## src/rtl/adder_pipe.sv

```systemverilog
// Pipelined WIDTH-bit add/subtract with the carry chain cut into STAGES registered chunks.
// Optional signed-overflow output ovf is built when ADDER_PIPE_OVF_EN is defined.
module adder_pipe #(
  parameter int WIDTH  = 32,
  parameter int STAGES = 4
) (
  input  logic             clk,
  input  logic             rst,
  input  logic             in_valid,
  output logic             in_ready,
  input  logic [WIDTH-1:0] a,
  input  logic [WIDTH-1:0] b,
  input  logic             cin,
  input  logic             sub,
  output logic             out_valid,
  input  logic             out_ready,
  output logic [WIDTH-1:0] sum,
  output logic             cout
`ifdef ADDER_PIPE_OVF_EN
  , output logic           ovf
`endif
);

  localparam int CHUNK = WIDTH / STAGES;

  logic en;

  // Stage k consumes operands from src_*[k]; stage 0 sources the ports, others the previous stage.
  logic [WIDTH-1:0] src_x [STAGES];
  logic [WIDTH-1:0] src_y [STAGES];
  logic             src_c [STAGES];
  logic             src_v [STAGES];

  // x_reg: chunks 0..k hold sum bits, chunks above still hold operand A (skew register).
  logic [WIDTH-1:0] x_reg [STAGES];
  logic [WIDTH-1:0] y_reg [STAGES];
  logic             c_reg [STAGES];
  logic             v_reg [STAGES];

`ifdef ADDER_PIPE_OVF_EN
  logic ovf_next;
  logic ovf_reg;
`endif

  assign en        = !v_reg[STAGES-1] || out_ready;
  assign in_ready  = en;
  assign out_valid = v_reg[STAGES-1];
  assign sum       = x_reg[STAGES-1];
  assign cout      = c_reg[STAGES-1];

  generate
    for (genvar gi = 0; gi < STAGES; gi++) begin : g_stage
      logic [CHUNK:0]   part;
      logic [WIDTH-1:0] next_x;

      if (gi == 0) begin : g_first
        assign src_x[gi] = a;
        assign src_y[gi] = b ^ {WIDTH{sub}};
        assign src_c[gi] = sub | cin;
        assign src_v[gi] = in_valid;
      end else begin : g_link
        assign src_x[gi] = x_reg[gi-1];
        assign src_y[gi] = y_reg[gi-1];
        assign src_c[gi] = c_reg[gi-1];
        assign src_v[gi] = v_reg[gi-1];
      end

      assign part = {1'b0, src_x[gi][gi*CHUNK +: CHUNK]}
                  + {1'b0, src_y[gi][gi*CHUNK +: CHUNK]}
                  + {{CHUNK{1'b0}}, src_c[gi]};

      always_comb begin
        next_x = src_x[gi];
        next_x[gi*CHUNK +: CHUNK] = part[CHUNK-1:0];
      end

`ifdef ADDER_PIPE_OVF_EN
      if (gi == STAGES - 1) begin : g_ovf
        // Carry into the MSB recovered from the MSB sum bit and its two operand bits.
        assign ovf_next = part[CHUNK]
                        ^ (src_x[gi][WIDTH-1] ^ src_y[gi][WIDTH-1] ^ part[CHUNK-1]);
      end
`endif

      always_ff @(posedge clk or posedge rst) begin
        if (rst) begin
          v_reg[gi] <= 1'b0;
          x_reg[gi] <= '0;
          y_reg[gi] <= '0;
          c_reg[gi] <= 1'b0;
        end else if (en) begin
          v_reg[gi] <= src_v[gi];
          x_reg[gi] <= next_x;
          y_reg[gi] <= src_y[gi];
          c_reg[gi] <= part[CHUNK];
        end
      end
    end
  endgenerate

`ifdef ADDER_PIPE_OVF_EN
  always_ff @(posedge clk or posedge rst) begin
    if (rst) begin
      ovf_reg <= 1'b0;
    end else if (en) begin
      ovf_reg <= ovf_next;
    end
  end

  assign ovf = ovf_reg;
`endif

endmodule

```

## config.mk

```make
export PLATFORM = sky130hd
export DESIGN_NAME = adder_pipe
export DESIGN_NICKNAME = d
export VERILOG_FILES = /design/src/rtl/adder_pipe.sv
export SDC_FILE = /design/constraint.sdc
export NUM_CORES = 1
export LEC_CHECK = 0
export BUFFER_PORTS_ARGS = -buffer_cell sky130_fd_sc_hd__buf_2
export CAP_MARGIN = 30
export CORE_ASPECT_RATIO = 0.5
export CORE_UTILIZATION = 45
export CTS_BUF_LIST = sky130_fd_sc_hd__clkbuf_8
export DETAILED_ROUTE_END_ITERATION = 16
export GPL_TIMING_DRIVEN = 0
export SYNTH_ARGS = -nofsm -noshare
export SYNTH_HDL_FRONTEND = slang
export SYNTH_SLANG_ARGS = --single-unit
```

## constraint.sdc

```tcl
create_clock -name clk -period 12.1 [get_ports clk]
set_input_delay 0 -clock clk [delete_from_list [all_inputs] [get_ports clk]]
set_output_delay 0 -clock clk [all_outputs]
set_load 0.01 [all_outputs]
```

==> results of run 1 <==
## layer usage
metal | global-route usage | wire, um | vias to the layer above
met5 | 0 | 0 | -
met4 | 0.06769 | 241 | 0
met3 | 0.03627 | 846 | 19
met2 | 0.3396 | 8621 | 129
met1 | 0.3376 | 10270 | 3161
li1 | - | - | 3260
## critical path: stages (launching register included)
cell,delay (ns)
dfrtp_1,0.41
fa_1,0.50
fa_1,0.43
a21oi_1,0.25
o211ai_1,0.14
a21oi_1,0.23
xor2_1,0.17
o21ai_0,0.08
## per-stage QoR
step	total power, mW	hold WS, ns	area (um^2)
after detailed placement	2.015	0.06435	9117
after global routing	2.667	0.02423	10110
after floorplan	1.693	0.1125	8274
after CTS	2.479	0.01146	10110
final	2.460	0.03612	10110
after global placement	1.986	0.1961	9082
## worst min-delay path by stage
stage / from / to / slack [ns]
after detailed placement: rst / g_stage[1].next_x[29] / 0.06
after CTS: b[1] / g_stage[1].next_x[1] / 0.01
after floorplan: a[16] / g_stage[1].next_x[16] / 0.11
after global routing: cin / g_stage[1].next_x[0] / 0.02
final: cin / g_stage[1].next_x[0] / 0.04
after global placement: a[10] / src_x[74] / 0.20
## cell type report
cell class | count | area (um^2)
plain buffers | 45 | 207.7
clock buffers | 19 | 261.5
clock inverters | 13 | 167.7
fillers | 1666 | 7590
inverters | 11 | 48.80
multi-input cells | 673 | 3421
flip-flops and latches | 184 | 4604
well taps | 234 | 292.8
repair buffers | 160 | 1104
## layout by cell type (no fill, tap or decap), types with 3 or more instances in the layout
| cell | count |
|---|---|
| a211oi_1 | 10 |
| a21o_1 | 6 |
| a21oi_1 | 19 |
| a31oi_1 | 4 |
| buf_2 | 134 |
| bufinv_16 | 3 |
| clkbuf_1 | 13 |
| clkbuf_8 | 19 |
| clkinv_4 | 3 |
| dfrtp_1 | 184 |
| dlygate4sd3_1 | 56 |
| fa_1 | 8 |
| ha_1 | 28 |
| inv_1 | 9 |
| inv_6 | 3 |
| nand2_1 | 439 |
| nand2b_1 | 4 |
| nor2_1 | 13 |
| nor3_1 | 11 |
| o211ai_1 | 4 |
| o21ai_0 | 61 |
| o21bai_1 | 4 |
| or3_1 | 4 |
| xnor2_1 | 27 |
| xor2_1 | 22 |
## power by group through the flow
| stage | combinational [mW] | clock, mW | sequential, mW |
|---|---|---|---|
| floorplan | 0.650 | 0 | 1.04 |
| global placement | 0.931 | 0 | 1.05 |
| detailed placement | 0.953 | 0 | 1.06 |
| CTS | 0.972 | 0.457 | 1.05 |
| global route | 1.10 | 0.480 | 1.08 |
| finish | 0.963 | 0.448 | 1.05 |
## kinds of logic (layout without fill, tap and decap cells)
logic type / Yosys count / count (layout) / synth area share
AOI/OAI and AO/OA: 112 / 112 / 0.07742
xor gates and xnor gates: 49 / 49 / 0.05187
adders and majority gates: 36 / 36 / 0.06170
buffers and inverters: 56 / 248 / 0.03009
DFF: 184 / 184 / 0.5565
and+or+nand+nor: 476 / 476 / 0.2224
## timing repair
| item | in CTS | in global routing |
|---|---|---|
| endpoints found under the setup margin | 0 | 0 |
| hold buffers | 56 | 0 |
| hold endpoints to repair | 113 | 0 |
==> out/metrics.yaml, run 1 <==
sta:
  fin_tns_setup_ns: 0
  max_freq_ghz: 0.4267
  worst_slack_ns: 9.756
  skew_ns: 0.01622
  layout_min_cycle_time_ns: 2.344
  rsz0062_at_grt: "no"
  slew_headroom: 0.4569
  finalHoldViolCount: 0
  setup_viol: 0
  period_share: 0.1937
  drv_slew: 0
  worstMarginPinSlew_ns: 0.8146
synth:
  synthArstFlopShare: 1.000
  yosysTopAreaCell: "dfrtp_1"
  synth_warnings: 0
  synthDistinctLibCells: 29
  synth_common_cells: "439 x nand2_1, 184 x dfrtp_1, 61 x o21ai_0"
  yosysTopAreaCellShare: 0.5565
  syn_nets: 1019
  postSynthAreaPerCell_um2: 9.063
  postSynthCellCount: 913
  ys_ff_latch: 184
  synth_ff_type: "dfrtp_1"
  syn_area_um2: 8274
  synth_edf_count: 0
  yosysSeqAreaShare: 0.5565
  synth_most_common_cell: "nand2_1"
  synth.area.top_cells: "dfrtp_1 56%, nand2_1 20%, ha_1 4.2%, o21ai_0 3.7%, xnor2_1 2.9%"
clocking:
  cts_setup_buffers: 0
  htree_levels: 4
  path_clk_slew_ns: 0.10
  cts.repair.resized: 0
  cts_made_buffers: 17
  clock-sinks: 184
  worstSkewPairLatency_ns: 0.46
  cts_tree: "built"
  clockBufferDepth: 2
  cts_root_buffer: "clkbuf_8"
pwr:
  power.share.clock: 0.182
  p_sw_mw: 0.9658
  max-vdd-ir-drop_mv: 0.1025
  internal-power_mw: 1.494
  switching_share: 0.3927
  powerDensity_nw_per_um2: 243.4
  power_frac_seq: 0.426
  p_comb_frac: 0.392
  power.leakage_nw: 5.175
worst_setup_path:
  worstPathArrival_ns: 2.67
  worst_r2r_path_depth: 7
  cp-start-kind: "flip-flop"
  worstSetupStartpoint: "src_x[24]"
  r2r_end: "sum[30]"
  worstPathMaxFanout: 3
  rrSetupSlack_ns: 9.76
  critPathCaptureType: "flip-flop"
  reg2reg_from: "src_x[24]"
  path_class: "reg2reg"
  critical_path_required_ns: 12.43
  endpoint: "sum[30]"
place:
  hpwl_mm: 14.20
  dp_slack_ns: 9.541
  portBuffers: 103
  gp_congestion: 0.8493
  place_inst: 1251
route:
  initialDrtViolationCount: 374
  avgRoutedWirePerCell_um: 14.93
  vias: 6569
  ant_nets: 0
  vias_per_cell: 4.906
  drt_wl_total_mm: 19.99
  drc_errors: 0
  dr.pass1.iters: 4
global_route:
  grt_usage: 0.2261
  overflow: 0
  antenna_found_initial: 0
  grt_first_pass_wirelength_mm: 32.89
  grt_max_degree: 124
  grt_pass1_vias: 6342
die:
  rows: 34
  die_x_um: 193.8
  coreArea_um2: 17700
  start_util: 0.4675
  io_pins: 105
  die_area_um2: 18970
  fp.dieH_um: 97.89
finish:
  layout.cells.non_filler: 1339
  fin_util: 0.5711
  syn2layout_area_growth_pct: 22.15
  layout-drive-gt1-share: 0.1557
  largest_register_ff_count: 72
  nNetsFinal: 1198
  antennaDiodeCount: 0
run:
  drv_cap: 0
hold_path:
  hp-class: "in2reg"
  hold_path_depth: 5
status:
  status: "finished, final reports clean"
(Power assumes the default switching activity.)
==> inputs of run 2 (changes only) <==
--- a/config.mk
+++ b/config.mk
@@ -12,6 +12,7 @@
 export CTS_BUF_LIST = sky130_fd_sc_hd__clkbuf_8
 export DETAILED_ROUTE_END_ITERATION = 16
 export GPL_TIMING_DRIVEN = 0
+export PLACE_DENSITY = 0.67
 export SYNTH_ARGS = -nofsm -noshare
 export SYNTH_HDL_FRONTEND = slang
 export SYNTH_SLANG_ARGS = --single-unit
==> constraint.sdc (replaced) <==
create_clock -name clk -period 1.9 [get_ports clk]
set_input_delay 0 -clock clk [delete_from_list [all_inputs] [get_ports clk]]
set_output_delay 0 -clock clk [all_outputs]
set_load 0.01 [all_outputs]
==> run 2 against run 1 <==
The flow now finishes with violations (setup timing); first-iteration DRC count up 13%; clock power rose to 6.6 times the previous value; wire length up 1.8%; hold slack got worse by 0.016 ns; setup slack got worse by 10 ns.
==> out/metrics.yaml, run 2 (synthesized netlist as in run 1, its figures left out) <==
status:
  status: "finished, violations left"
  failed_checks: "setup timing"
worst_setup_path:
  reg2reg_from: "src_x[24]"
  worstSetupStartpoint: "src_x[24]"
  cp_num_buf_inv: 0  # unchanged
  cp-start-kind: "flip-flop"
  worstPathMaxFanout: 2  # -1
  worst_path_largest_cell_delay_ns: 0.43  # -0.07 ns
  r2r_end: "sum[30]"
  worstPathArrival_ns: 2.49  # -0.18 ns
  critical_path_required_ns: 2.23  # -10.20 ns
  worst_r2r_path_depth: 7  # unchanged
  critPathCaptureType: "flip-flop"
  cp_cell_sequence: "fa_2 -> fa_2 -> a21oi_2 -> o211ai_1 -> a21oi_2 -> xor2_1 -> o21ai_1"
  rrSetupSlack_ns: -0.26  # -10.01 ns
  cp_top_family: "adder cells"
  cp_num_cells: 7  # unchanged
  crit_slowest_cell: "fa_2"
  path_class: "reg2reg"
finish:
  final_cell_mix: "439 x nand2_1, 184 x dfrtp_1, 128 x buf_2, 57 x dlygate4sd3_1, 45 x o21ai_0"
  nNetsFinal: 1216  # +1.5%
  final_common_cell: "nand2_1"
  antennaDiodeCount: 0  # unchanged
  largest_register_ff_count: 72  # unchanged
  nFillCells: 1573  # -5.6%
  layout-drive-gt1-share: 0.2004  # +0.04470
  syn2layout_area_growth_pct: 26.80
die:
  start_util: 0.4675  # unchanged
  die_x_um: 193.8  # unchanged
  fp.dieH_um: 97.89  # unchanged
  coreArea_um2: 17700  # unchanged
  io_pins: 105  # unchanged
  rows: 34  # unchanged
  die_area_um2: 18970  # unchanged
sta:
  max_freq_ghz: 0.4635  # +8.6%
  finalHoldViolCount: 0  # unchanged
  slew_headroom: 0.4752  # +0.01827
  rsz0062_at_grt: "yes"
  worst_slack_ns: -0.2574  # -10.01 ns
  layout_min_cycle_time_ns: 2.157  # -0.1863 ns
  fin_tns_setup_ns: -1.758  # -1.758 ns
  setup_viol: 13  # +13
  skew_ns: 0.01901  # +0.002794 ns
  drv_slew: 0  # unchanged
  worstMarginPinSlew_ns: 0.7856  # -0.02907 ns
  period_share: 1.135  # +0.9418
pwr:
  switching_share: 0.3943  # +0.001646
  powerDensity_nw_per_um2: 1605  # +560%
  power_frac_seq: 0.399  # -0.027
  power.leakage_nw: 5.337  # +3.1%
  p_comb_frac: 0.427  # +0.035
  internal-power_mw: 10.20  # +580%
  p_sw_mw: 6.639  # +590%
  max-vdd-ir-drop_mv: 0.7029  # +590%
  power.share.clock: 0.175  # -0.007
route:
  drc_errors: 0  # unchanged
  initialDrtViolationCount: 422  # +13%
  avgRoutedWirePerCell_um: 15.00  # +0.48%
  vias: 6670  # +1.5%
  ant_nets: 0  # unchanged
  vias_per_cell: 4.915  # +0.19%
  dr.pass1.iters: 6  # +2
  drt_wl_total_mm: 20.35  # +1.8%
hold_path:
  hp-class: "in2reg"
  holdPathEnd: "src_y[91]"
  hold_path_depth: 4  # -1
  hold_start: "sub"
global_route:
  antenna_found_initial: 0  # unchanged
  grt_pass1_vias: 6714  # +5.9%
  grt_first_pass_wirelength_mm: 33.50  # +1.9%
  overflow: 0  # unchanged
  grt_max_degree: 45  # -64%
  grt_usage: 0.2261  # about the same
run:
  drv_cap: 0  # unchanged
clocking:
  worstSkewPairLatency_ns: 0.47  # about the same
  cts_root_buffer: "clkbuf_8"
  cts_tree: "built"
  clockBufferDepth: 2  # unchanged
  cts_made_buffers: 17  # unchanged
  clock-sinks: 184  # unchanged
  path_clk_slew_ns: 0.10  # about the same
  htree_levels: 4  # unchanged
place:
  hpwl_mm: 14.66  # +3.3%
  gp_congestion: 0.8516  # +0.27%
  dp_slack_ns: -0.4407  # -9.982 ns
  portBuffers: 103  # unchanged
## run 2: cell types whose count changed in the layout (fill, tap and decap cells not counted), moves of 8 or more
cell and change:
o21ai_1 +15, fa_1 -8, buf_4 +11, a21oi_2 +11, fa_2 +8, o21ai_0 -16
a21oi_1 -11
## run 2: through the flow
step                utilization  hold slack [ns]  power (mW)  cells  area (um^2)
global route             0.5928          0.02805       18.08   1357        10490
floorplan                     -           0.1125       10.87    913         8348
CTS                      0.5868         0.008396       16.49   1352        10390
global placement         0.5174           0.1973       12.68   1250         9156
detailed placement       0.5219           0.1789       12.97   1254         9236
finish                   0.5928          0.01994       16.84   1357        10490
## run 2: power by group through the flow
| stage | combinational [mW] | sequential (mW) | clock, mW |
|---|---|---|---|
| global route | 7.99 | 6.93 | 3.16 |
| finish | 7.18 | 6.71 | 2.94 |
| detailed placement | 6.20 | 6.77 | 0 |
| global placement | 5.96 | 6.72 | 0 |
| CTS | 6.79 | 6.71 | 2.99 |
| floorplan | 4.21 | 6.66 | 0 |
## run 2: cell type report
cell class                      count  area [um^2]  share of cell area
Clock buffer                       18        247.7             0.02361
Timing Repair Buffer              178         1282              0.1222
Inverter                           11        45.04            0.004293
Clock inverter                     14        193.9             0.01849
Buffer                             45        257.7             0.02457
Sequential cell                   184         4604              0.4389
Tap cell                          234        292.8             0.02791
Multi-Input combinational cell    673         3567              0.3400
## run 2: worst min-delay path: cells and delay by family
kind	cells	cell delay (ns)
XOR/XNOR	1	0.12
buffers and inverters	2	0.26
AO/OA/AOI/OAI	1	0.07
## run 2: what timing repair did
item	CTS	global route
gates resized for setup	23	27
hold buffers	57	0
setup endpoints to repair	16	132
hold endpoints to repair	85	0
setup buffers	9	5
pin swaps	26	34
## run 2: metal layers
metal | part of all wire | vias to the layer above | wire length, um | global-route usage
met5 | 0 | - | 0 | 0
met4 | 0.018 | 0 | 359 | 0.07385
met3 | 0.053 | 28 | 1079 | 0.04940
met2 | 0.45 | 152 | 9094 | 0.3513
met1 | 0.48 | 3191 | 9817 | 0.3170
li1 | - | 3299 | - | -
## run 2: how the worst max path moves through the flow
stage           endpoint  slack (ns)
6_report         sum[30]       -0.26
5_1_grt          sum[30]       -0.31
4_1_cts          sum[30]       -0.24
3_5_place_dp    c_reg[3]       -0.44
3_3_place_gp   src_y[85]       -1.52
2_1_floorplan   c_reg[1]       -0.46
